===== src/rtl/nor_pipe_unit_if.sv =====
// Operand/result handshake bundle for nor_pipe_unit.
// The master drives operands and y_ready; the slave (the unit) returns results.
interface nor_pipe_unit_if #(
   parameter int WIDTH = 8
);
   logic [WIDTH-1:0] a;
   logic [WIDTH-1:0] b;
   logic [1:0]       mode;
   logic             in_valid;
   logic             in_ready;
   logic [WIDTH-1:0] y;
   logic             y_valid;
   logic             y_ready;
   logic             y_zero;
   logic             y_ones;

   modport master (
      output a, b, mode, in_valid, y_ready,
      input  in_ready, y, y_valid, y_zero, y_ones
   );

   modport slave (
      input  a, b, mode, in_valid, y_ready,
      output in_ready, y, y_valid, y_zero, y_ones
   );
endinterface


===== src/rtl/nor_pipe_unit.sv =====
// Two-stage valid/ready pipeline applying a NOR-family bitwise op, with
// registered zero/ones flags, a sticky OR accumulator and a transfer counter.
module nor_pipe_unit #(
   parameter int WIDTH = 8,
   parameter int CNT_W = 16
) (
   input  logic                 clk,
   input  logic                 rst,
   nor_pipe_unit_if.slave       bus,
   input  logic                 acc_clr,
   output logic [WIDTH-1:0]     acc,
   output logic [CNT_W-1:0]     txn_count
);
   typedef enum logic [1:0] {
      OP_NOR  = 2'b00,
      OP_OR   = 2'b01,
      OP_NAND = 2'b10,
      OP_AND  = 2'b11
   } op_e;

   logic             s1_valid;
   logic [WIDTH-1:0] a1;
   logic [WIDTH-1:0] b1;
   op_e              mode1;

   logic [WIDTH-1:0] y_q;
   logic             y_valid_q;
   logic             y_zero_q;
   logic             y_ones_q;

   logic             s2_free;
   logic             in_fire;
   logic             out_fire;
   logic             advance;
   logic [WIDTH-1:0] op_res;

   // Only in_ready depends combinationally on y_ready; all other outputs are registered.
   assign s2_free      = !y_valid_q || bus.y_ready;
   assign bus.in_ready = !s1_valid || s2_free;
   assign in_fire      = bus.in_valid && bus.in_ready;
   assign out_fire     = y_valid_q && bus.y_ready;
   assign advance      = s1_valid && s2_free;

   always_comb begin
      op_res = '0;
      case (mode1)
         OP_NOR:  op_res = ~(a1 | b1);
         OP_OR:   op_res = a1 | b1;
         OP_NAND: op_res = ~(a1 & b1);
         OP_AND:  op_res = a1 & b1;
         default: op_res = '0;
      endcase
   end

   always_ff @(posedge clk) begin
      if (rst) begin
         s1_valid  <= 1'b0;
         a1        <= '0;
         b1        <= '0;
         mode1     <= OP_NOR;
         y_q       <= '0;
         y_valid_q <= 1'b0;
         y_zero_q  <= 1'b0;
         y_ones_q  <= 1'b0;
         acc       <= '0;
         txn_count <= '0;
      end else begin
         if (in_fire) begin
            a1       <= bus.a;
            b1       <= bus.b;
            mode1    <= op_e'(bus.mode);
            s1_valid <= 1'b1;
         end else if (advance) begin
            s1_valid <= 1'b0;
         end

         // y and flags hold their last value after draining.
         if (advance) begin
            y_q       <= op_res;
            y_zero_q  <= (op_res == '0);
            y_ones_q  <= (op_res == '1);
            y_valid_q <= 1'b1;
         end else if (out_fire) begin
            y_valid_q <= 1'b0;
         end

         if (acc_clr && out_fire)
            acc <= y_q;
         else if (acc_clr)
            acc <= '0;
         else if (out_fire)
            acc <= acc | y_q;

         if (out_fire)
            txn_count <= txn_count + CNT_W'(1);
      end
   end

   assign bus.y       = y_q;
   assign bus.y_valid = y_valid_q;
   assign bus.y_zero  = y_zero_q;
   assign bus.y_ones  = y_ones_q;
endmodule

===== src/flat_wrapper.sv =====
// flat-port wrapper written by rule: the top's interface ports become plain ports
module nor_pipe_unit_flat 
#(
   parameter int WIDTH = 8,
   parameter int CNT_W = 16
)
  (clk, rst, acc_clr, acc, txn_count, bus_a, bus_b, bus_mode, bus_in_valid, bus_y_ready, bus_in_ready, bus_y, bus_y_valid, bus_y_zero, bus_y_ones);
  nor_pipe_unit_if #(.WIDTH(WIDTH)) bus_i ();
  input  logic clk;
  input  logic rst;
  input  logic acc_clr;
  output logic [WIDTH-1:0] acc;
  output logic [CNT_W-1:0] txn_count;
  input wire logic [$bits(bus_i.a)-1:0] bus_a;
  input wire logic [$bits(bus_i.b)-1:0] bus_b;
  input wire logic [$bits(bus_i.mode)-1:0] bus_mode;
  input wire logic [$bits(bus_i.in_valid)-1:0] bus_in_valid;
  input wire logic [$bits(bus_i.y_ready)-1:0] bus_y_ready;
  output wire logic [$bits(bus_i.in_ready)-1:0] bus_in_ready;
  output wire logic [$bits(bus_i.y)-1:0] bus_y;
  output wire logic [$bits(bus_i.y_valid)-1:0] bus_y_valid;
  output wire logic [$bits(bus_i.y_zero)-1:0] bus_y_zero;
  output wire logic [$bits(bus_i.y_ones)-1:0] bus_y_ones;
  assign bus_i.a = bus_a;
  assign bus_i.b = bus_b;
  assign bus_i.mode = bus_mode;
  assign bus_i.in_valid = bus_in_valid;
  assign bus_i.y_ready = bus_y_ready;
  assign bus_in_ready = bus_i.in_ready;
  assign bus_y = bus_i.y;
  assign bus_y_valid = bus_i.y_valid;
  assign bus_y_zero = bus_i.y_zero;
  assign bus_y_ones = bus_i.y_ones;
  nor_pipe_unit #(.WIDTH(WIDTH), .CNT_W(CNT_W)) u_core (.clk(clk), .rst(rst), .bus(bus_i), .acc_clr(acc_clr), .acc(acc), .txn_count(txn_count));
endmodule

===== config.mk =====
export PLATFORM = sky130hd
export DESIGN_NAME = nor_pipe_unit_flat
export DESIGN_NICKNAME = d
export VERILOG_FILES = /design/src/rtl/nor_pipe_unit_if.sv /design/src/rtl/nor_pipe_unit.sv /design/src/flat_wrapper.sv
export SDC_FILE = /design/constraint.sdc
export NUM_CORES = 1
export LEC_CHECK = 0
export ABC_AREA = 1
export BUFFER_PORTS_ARGS = -buffer_cell sky130_fd_sc_hd__buf_2
export CAP_MARGIN = 25
export CORE_AREA = 5 5 85 87
export CTS_CLUSTER_SIZE = 14
export DETAILED_ROUTE_END_ITERATION = 7
export DIE_AREA = 0 0 90 92
export PLACE_DENSITY_LB_ADDON = 0.05
export SLEW_MARGIN = 20
export SYNTH_ARGS = -nofsm -noshare
export SYNTH_HDL_FRONTEND = slang
export SYNTH_SLANG_ARGS = --single-unit
export TNS_END_PERCENT = 100

===== constraint.sdc =====
create_clock -name clk -period 1.8 [get_ports clk]
set_clock_uncertainty 0.05 [all_clocks]
set_input_delay 0.18 -clock clk [delete_from_list [all_inputs] [get_ports clk]]
set_output_delay 0.18 -clock clk [all_outputs]
set_load 0.01 [all_outputs]

==> flow_metrics.tcl, run 1 <==
set metrics [dict create \
    yosys.area.top_type "dfxtp_1" \
    critPathKind "reg2reg" \
    fin_crit_ns 1.60 \
    critPathCaptureType "flip-flop" \
    grt_pass1_wl_um 9470 \
    avgSynthCellArea_um2 6.88 \
    drive_above_1_share 0.200 \
    hpwl_um 3980 \
    rsz0062_at_grt "false" \
    post-place-ws_ns 0.100 \
    syn-instance-count 355 \
    finalCritPeriodShare 0.888 \
    powerDensity_nw_per_um2 794 \
    die_w_um 90 \
    worstPathMaxFanout 5 \
    drv_cap 0 \
    die_h_um 92 \
    syn_nets 379 \
    cts_resized 0 \
    yosysTopAreaCellShare 0.443 \
    io_buffers 58 \
    dr.pass1.iters 4 \
    worstSkewPairLatency_ns 0.30 \
    arrival_ns 1.75 \
    max-vdd-ir-drop_uv 292 \
    synth-edff-count 0 \
    status "finished clean" \
    nNetsFinal 437 \
    max-slew-margin-rel 0.644 \
    vias_per_cell 4.54 \
    ant_nets 0 \
    tightest_slew_ns 0.533 \
    grt_max_degree 34 \
    root_buffer "clkbuf_8" \
    finalSetupViolCount 0 \
    clk_pin_slew_ns 0.09 \
    path_cells "ha_1 > inv_1 > nor2_2 > nand2_1 > nor2_2 > nand2_2 > nor2_4 > nand2_1 > o21ai_1 > nor2_1" \
    syn2layout_area_growth_pct 19.8 \
    worst_path_max_delay_cell "dfxtp_2" \
    n_antenna_cell 0 \
    synth-seq-cells 54 \
    setup_slack_ns 0.201 \
    num_rows 29 \
    post_drt_wl_per_cell_um 10.9 \
    totalWireLength_um 5360 \
    ys_warn_count 0 \
    cts_buffers 5 \
    drt_iter0_drc 75 \
    drv_slew 0 \
    required_ns 1.95 \
    core_area_um2 6280 \
    max_stage_delay_ns 0.36 \
    cts_hold_buf 0 \
    synth_area_um2 2440 \
    via_count 2231 \
    gp_congestion 0.740 \
    synth_seq_area_share 0.443 \
    hold_viol_final 0 \
    async_reset_ff_frac 0 \
    grt_usage 0.134 \
    cts-htree-levels 2 \
    final_area_um2 2930 \
    startpoint_type "flip-flop" \
    max_freq_ghz 0.625 \
    die-area_um2 8280 \
    placedInstanceArea_um2 2810 \
    synthTopCellsByArea "dfxtp_1 (44%), nand2_1 (12%), inv_1 (9.2%), a21oi_1 (7.2%), o21ai_0 (7.0%)" \
    ios 59 \
    initial_utilization 0.389 \
    cts_tree "yes" \
    cts_setup_buffers 0 \
    setup-tns-final_ns 0 \
    clockBufferDepth 2 \
    ys_types 26 \
    clock_sinks 54 \
    grt.overflow.total 0 \
    drc 0 \
    leakage_nw 1.40 \
    postSynth.topFlopCell "dfxtp_1" \
    grt_pass1_vias 2101 \
    hold_class "in2reg" \
    antenna_found_initial 0 \
]
==> cell usage in the layout, fill, tap and decap left out, types with 2 or more instances in the layout <==
cell type and count:
a21oi_1 35, buf_2 58, clkbuf_8 8, o211ai_1 2
o21ai_1 2, buf_4 5, nor2_1 39, nor2_4 3
nand4_1 3, nand2_2 3, nor2_2 2, inv_1 60
o22ai_1 6, a31oi_1 2, nor3_1 4, o21ai_0 32
dfxtp_1 52, nand3_1 14, dfxtp_2 2, nand2_1 75
==> power breakdown <==
group | internal [W] | switching [W]
Clock | 0.000389 | 0.000377
Sequential | 0.00124 | 0.0000322
Combinational | 0.000103 | 0.000179
Total | 0.00174 | 0.000588
==> worst paths after layout <==
check                                         from                                 to  slack (ns)  cells after the start
hold reg to reg          u_core.b1[2]$_SDFFE_PP0P_          u_core.b1[2]$_SDFFE_PP0P_        0.42                      2
hold / removal                         bus_mode[1]       u_core.mode1[1]$_SDFFE_PP0P_        0.08                      3
setup reg to reg  u_core.txn_count[0]$_SDFFE_PP0N_  u_core.txn_count[14]$_SDFFE_PP0N_        0.20                     10
setup / recovery  u_core.txn_count[0]$_SDFFE_PP0N_  u_core.txn_count[14]$_SDFFE_PP0N_        0.20                     10
==> routing by layer <==
layer / track usage / vias up / part of all wire
li1: - / 1234 / -
met1: 0.184 / 949 / 0.54
met2: 0.208 / 40 / 0.40
met3: 0.0319 / 8 / 0.046
met4: 0.0447 / 0 / 0.013
met5: 0 / - / 0
==> state kept, by name, indices dropped and copies added, names as in the netlist <==
signal and cells:
u_core.txn_count 16, u_core.bus.y_valid 1, u_core.bus.y 8, u_core.s1_valid 1
u_core.acc 8, u_core.mode1 2, u_core.b1 8, u_core.a1 8
u_core.bus.y_ones 1, u_core.bus.y_zero 1
==> cell type report <==
type                    count  area [µm²]
well taps                  77        96.3
multi-input cells         228        1080
flip-flops and latches     54        1080
repair buffers             63         328
fillers                   693        3350
clock buffers               8         110
inverters                  61         229
==> cells by family after synthesis <==
family / after synthesis / share of synthesized area
AO/OA/AOI/OAI: 82 / 0.177
buffers and inverters: 73 / 0.117
AND/OR/NAND/NOR: 145 / 0.258
adder cells (fa/ha/maj): 1 / 0.00512
flip-flops: 54 / 0.443
==> critical path, delay by kind of cell, from the launching register on <==
kind	cells	cell delay [ns]
and+or+nand+nor	7	0.76
DFF	1	0.36
adders and majority gates	1	0.14
AOI/OAI and AO/OA	1	0.14
buffers and inverters	1	0.04
==> cells in the mapped netlist, types with 2 or more instances <==
library cell	count
dfxtp_1	54
nand4_1	3
nor2_4	3
nand3_1	14
inv_1	60
a21oi_1	35
buf_2	3
buf_1	2
nand2_1	75
o22ai_1	6
nand2_2	3
nor2_1	40
a31oi_1	2
clkbuf_1	6
o21ai_0	34
nor3_1	4
o211ai_1	2
==> stage by stage <==
step	utilization	total power [W]	hold WS [ns]	std cells
after floorplan	-	0.00149	0.297	355
after global placement	0.448	0.00159	0.388	483
after detailed placement	0.448	0.00159	0.391	483
after CTS	0.465	0.00236	0.0685	491
after global routing	0.466	0.00245	0.0984	491
final	0.466	0.00232	0.0790	491
Power figures use the tool's default switching activity.
==> run 2: changes to the inputs <==
--- a/config.mk
+++ b/config.mk
@@ -8,10 +8,10 @@
 export ABC_AREA = 1
 export BUFFER_PORTS_ARGS = -buffer_cell sky130_fd_sc_hd__buf_2
 export CAP_MARGIN = 25
-export CORE_AREA = 5 5 85 87
+export CORE_AREA = 5 5 87 89
 export CTS_CLUSTER_SIZE = 14
 export DETAILED_ROUTE_END_ITERATION = 7
-export DIE_AREA = 0 0 90 92
+export DIE_AREA = 0 0 92 94
 export PLACE_DENSITY_LB_ADDON = 0.05
 export SLEW_MARGIN = 20
 export SYNTH_ARGS = -nofsm -noshare
==> run 2 against run 1 <==
Against the previous run: total power up 0.88%; highest routed layer unchanged; critical path depth unchanged; setup slack worse by 0.021 ns.
==> flow_metrics.tcl, run 2 (synthesized netlist as in run 1, its figures left out) <==
set metrics [dict create \
    cts_tree "yes" \
    critPathCaptureType "flip-flop" \
    power.internal_w 0.00174 \
    cts_buffers 5 \
    cp_top_family "simple AND/OR/NAND/NOR gates" \
    max_stage_delay_ns 0.37 \
    worstPathMaxFanout 5 \
    min-delay-start "bus_mode[1]" \
    worstReg2RegEnd "u_core.txn_count[12]$_SDFFE_PP0N_" \
    drv_cap 0 \
    ant_nets 0 \
    crit_buf_inv 1 \
    hold_class "in2reg" \
    required_ns 1.95 \
    startpoint_type "flip-flop" \
    switching_share 0.257 \
    grt_pass1_vias 2135 \
    power.total_w 0.00234 \
    gp_congestion 0.751 \
    clk_pin_slew_ns 0.09 \
    max-vdd-ir-drop_uv 344 \
    path_cells "ha_1 > inv_1 > nor2_2 > nand2_1 > nor2_2 > nand2_2 > nor2_4 > nand2_1 > o21ai_0 > nor2_1" \
    dp.cells 487 \
    setup-tns-final_ns 0 \
    p_seq_frac 0.544 \
    grt.overflow.total 0 \
    fin_crit_ns 1.62 \
    drt_iter0_drc 50 \
    hold_viol_final 0 \
    regMostFlops "u_core.txn_count" \
    arrival_ns 1.77 \
    rsz0062_at_grt "false" \
    worst_path_max_delay_cell "dfxtp_2" \
    die_w_um 92 \
    clock_sinks 54 \
    dr.pass1.iters 5 \
    r2r_setup_slack_ns 0.18 \
    grt_pass1_wl_um 9550 \
    grt_max_degree 31 \
    post_drt_wl_per_cell_um 11.1 \
    max_freq_ghz 0.617 \
    die-area_um2 8650 \
    leakage_nw 1.41 \
    syn2layout_area_growth_pct 20.7 \
    largest_reg_flops 16 \
    drive_above_1_share 0.202 \
    pwr-share-clk 0.334 \
    hold_path_end "u_core.mode1[1]$_SDFFE_PP0P_" \
    via_count 2249 \
    worstSkewPairLatency_ns 0.30 \
    critPathKind "reg2reg" \
    antenna_found_initial 0 \
    hpwl_um 4110 \
    num_rows 30 \
    drc 0 \
    max-slew-margin-rel 0.744 \
    ios 59 \
    final_cells 495 \
    final_cell_mix "nand2_1 (75), inv_1 (60), buf_2 (58), dfxtp_1 (52), nor2_1 (39)" \
    mostFrequentLayoutCell "nand2_1" \
    drv_slew 0 \
    n_antenna_cell 0 \
    cts_setup_buffers 0 \
    finalCritPeriodShare 0.900 \
    hold_slack_ns 0.0739 \
    initial_utilization 0.366 \
    grt_usage 0.135 \
    final_util 0.441 \
    whs_path_depth 3 \
    io_buffers 58 \
    tightest_slew_ns 0.383 \
    r2r_start "u_core.txn_count[1]$_SDFFE_PP0N_" \
    powerDensity_nw_per_um2 795 \
    finalSetupViolCount 0 \
    clockBufferDepth 2 \
    cts-htree-levels 2 \
    r2r_cells 10 \
    totalWireLength_um 5510 \
    root_buffer "clkbuf_8" \
    die_h_um 94 \
    power_frac_comb 0.122 \
    vias_per_cell 4.54 \
    nNetsFinal 438 \
    core_area_um2 6680 \
    p_switching_w 0.000603 \
    status "finished clean" \
]
[run 2: routing by layer]
metal / vias to the layer above / global-route usage / wire length (µm)
met1: 958 / 0.178 / 2780
met2: 49 / 0.215 / 2340
met4: 0 / 0.0408 / 61
li1: 1235 / - / -
met3: 7 / 0.0385 / 329
met5: - / 0 / 0
[run 2: final cells by class]
type | instances | area [µm²]
tap | 80 | 100
inverter | 61 | 229
timing repair buffer | 64 | 348
clock buffer | 8 | 110
fill | 733 | 3730
sequential | 54 | 1080
multi-input combinational | 228 | 1080
[run 2: worst max path at each step]
stage	startpoint	to	slack, ns	depth (start not counted)
6_report	u_core.txn_count[1]$_SDFFE_PP0N_	u_core.txn_count[12]$_SDFFE_PP0N_	0.18	10
5_1_grt	u_core.txn_count[1]$_SDFFE_PP0N_	u_core.txn_count[12]$_SDFFE_PP0N_	0.02	10
4_1_cts	u_core.txn_count[1]$_SDFFE_PP0N_	u_core.txn_count[14]$_SDFFE_PP0N_	0.08	10
3_5_place_dp	u_core.txn_count[1]$_SDFFE_PP0N_	u_core.txn_count[12]$_SDFFE_PP0N_	0.1	10
3_3_place_gp	u_core.txn_count[1]$_SDFFE_PP0N_	u_core.txn_count[14]$_SDFFE_PP0N_	0.16	10
2_1_floorplan	u_core.txn_count[1]$_SDFFE_PP0N_	u_core.txn_count[14]$_SDFFE_PP0N_	0.22	10
[run 2: timing repair]
action / CTS / global route
hold buffers: 0 / 0
endpoints found under the setup margin: 0 / 4
hold endpoints to repair: 0 / 0
gates resized for setup: 0 / 4
[run 2: stage by stage]
| stage | instance area, µm² | setup slack [ns] |
|---|---|---|
| 6_report | 2950 | 0.180 |
| 5_1_grt | 2950 | 0.0242 |
| 4_1_cts | 2940 | 0.0846 |
| 3_5_place_dp | 2830 | 0.0964 |
| 3_3_place_gp | 2830 | 0.162 |
| 2_1_floorplan | 2440 | 0.225 |
[run 2: worst register-to-register path, cell delays in order (launching register included)]
cell and delay, ns:
dfxtp_2 0.37, ha_1 0.15, inv_1 0.04, nor2_2 0.15
nand2_1 0.08, nor2_2 0.12, nand2_2 0.10, nor2_4 0.13
nand2_1 0.10, o21ai_0 0.17, nor2_1 0.06
[run 2: power by group through the flow]
stage                     Combinational (W)  Sequential, W  Clock, W
after floorplan                    0.000189        0.00130         0
after global placement             0.000290        0.00130         0
after detailed placement           0.000292        0.00130         0
after CTS                          0.000293        0.00128  0.000824
after global routing               0.000340        0.00128  0.000851
final                              0.000287        0.00128  0.000782
==> run 3: changes to the inputs <==
--- a/config.mk
+++ b/config.mk
@@ -8,10 +8,12 @@
 export ABC_AREA = 1
 export BUFFER_PORTS_ARGS = -buffer_cell sky130_fd_sc_hd__buf_2
 export CAP_MARGIN = 25
-export CORE_AREA = 5 5 87 89
+export CELL_PAD_IN_SITES_DETAIL_PLACEMENT = 0
+export CELL_PAD_IN_SITES_GLOBAL_PLACEMENT = 1
+export CORE_AREA = 5 5 88 90
 export CTS_CLUSTER_SIZE = 14
 export DETAILED_ROUTE_END_ITERATION = 7
-export DIE_AREA = 0 0 92 94
+export DIE_AREA = 0 0 93 95
 export PLACE_DENSITY_LB_ADDON = 0.05
 export SLEW_MARGIN = 20
 export SYNTH_ARGS = -nofsm -noshare
==> run 3 against run 2 <==
Against the previous run: clock power rose by 2%; critical path depth did not move; utilization down 1.8 points; sequential cell count stayed put; largest cell class unchanged; fmax rose by 2.3%; count of clock-buffer cells in the layout shrank 3; setup slack improved by 0.037 ns; sequential power about the same; worst hold slack gained 0.0095 ns; first-iteration DRC count up 68%; highest routed layer unchanged; sequential share of layout area decreased by 0.11 points; combinational power hardly changed.
==> flow_metrics.tcl, run 3 (synthesized netlist as in run 1, its figures left out) <==
set metrics [dict create \
    drive_above_1_share 0.204 \
    totalWireLength_um 5570 \
    cts_setup_buffers 0 \
    drv_cap 0 \
    clockBufferDepth 2 \
    grtUsageMet3 0.0279 \
    max_freq_ghz 0.632 \
    critPathKind "reg2reg" \
    cts_hold_buf 0 \
    whs_path_depth 3 \
    regArea_um2 1080 \
    mostFrequentLayoutCell "nand2_1" \
    ant_nets 0 \
    r2r_setup_slack_ns 0.22 \
    use_met2 0.197 \
    grt_pass1_wl_um 9470 \
    multiInputGateArea_um2 1080 \
    busiest_layer "met2" \
    hpwl_um 4130 \
    clk_pin_slew_ns 0.10 \
    antenna_found_initial 0 \
    final_area_um2 2960 \
    drc 0 \
    grt_pass1_vias 2022 \
    num_rows 31 \
    ios 59 \
    regMostFlops "u_core.txn_count" \
    largest_reg_flops 16 \
    core_area_um2 6980 \
    max-slew-margin-rel 0.657 \
    arrival_ns 1.73 \
    die-area_um2 8840 \
    worstSkewPairLatency_ns 0.30 \
    gr-usage-met1 0.190 \
    hold_viol_final 0 \
    finalSetupViolCount 0 \
    nNetsFinal 439 \
    critPathCaptureType "flip-flop" \
    grt_max_degree 31 \
    initial_utilization 0.350 \
    vias_per_cell 4.53 \
    die_h_um 95 \
    cts_resized 0 \
    placedInstanceArea_um2 2840 \
    post_drt_wl_per_cell_um 11.2 \
    root_buffer "clkbuf_8" \
    max-vdd-ir-drop_uv 318 \
    cts-htree-levels 2 \
    rsz0062_at_grt "false" \
    powerDensity_nw_per_um2 799 \
    n_antenna_cell 0 \
    leakage_nw 1.41 \
    final_util 0.424 \
    clock_sinks 54 \
    hold_class "in2reg" \
    io_buffers 58 \
    status "finished clean" \
    final_cell_mix "nand2_1 (75), inv_1 (60), buf_2 (58), dfxtp_1 (52), nor2_1 (39)" \
    dr.pass1.iters 4 \
    grt_usage 0.133 \
    r2r_cells 10 \
    grt.overflow.total 0 \
    gp_congestion 0.712 \
    finalCritPeriodShare 0.879 \
    cts_buffers 5 \
    required_ns 1.95 \
    cts_tree "yes" \
    fillers 787 \
    drt_iter0_drc 84 \
    drv_slew 0 \
    tightest_slew_ns 0.514 \
    die_w_um 93 \
    fin_crit_ns 1.58 \
    startpoint_type "flip-flop" \
    worstPathMaxFanout 5 \
    via_count 2254 \
    setup-tns-final_ns 0 \
    syn2layout_area_growth_pct 21.1 \
]
run 3: metrics by stage:
step / cells / hold WS, ns / setup slack, ns / power, W
after CTS: 498 / 0.0728 / 0.125 / 0.00241
after global placement: 490 / 0.383 / 0.187 / 0.00160
after floorplan: 355 / 0.297 / 0.225 / 0.00149
after detailed placement: 490 / 0.392 / 0.151 / 0.00160
final: 498 / 0.0834 / 0.217 / 0.00236
after global routing: 498 / 0.0804 / 0.0450 / 0.00250
run 3: critical path: stages, from the launching register on:
cell     delay [ns]
dfxtp_2        0.36
ha_1           0.14
inv_1          0.05
nor2_2         0.11
nand2_1        0.07
nor2_2         0.12
nand2_2        0.09
nor2_4         0.15
nand2_1        0.10
o21ai_0        0.17
nor2_1         0.06
run 3: worst paths after layout:
path	start	end
worst max-delay path	u_core.txn_count[0]$_SDFFE_PP0N_	u_core.txn_count[12]$_SDFFE_PP0N_
worst max register to register	u_core.txn_count[0]$_SDFFE_PP0N_	u_core.txn_count[12]$_SDFFE_PP0N_
worst min register to register	u_core.acc[0]$_SDFFE_PP0P_	u_core.acc[0]$_SDFFE_PP0P_
worst min-delay path	bus_mode[1]	u_core.mode1[1]$_SDFFE_PP0P_
run 3: layout make-up:
type	count	area share
timing repair buffer	65	0.120
multi-input combinational	228	0.365
inverter	61	0.0774
sequential	54	0.366
tap	82	0.0347
clock buffer	5	0.0233
clock inverter	3	0.0135
run 3: where the power goes:
part | switching [W] | internal, W
logic | 0.000181 | 0.000108
registers | 0.0000319 | 0.00124
clock network | 0.000388 | 0.000410
run 3: routing by layer:
metal | share of wire | wire length, µm
met1 | 0.52 | 2890
met2 | 0.42 | 2320
met3 | 0.051 | 284
met4 | 0.013 | 75
met5 | 0 | 0
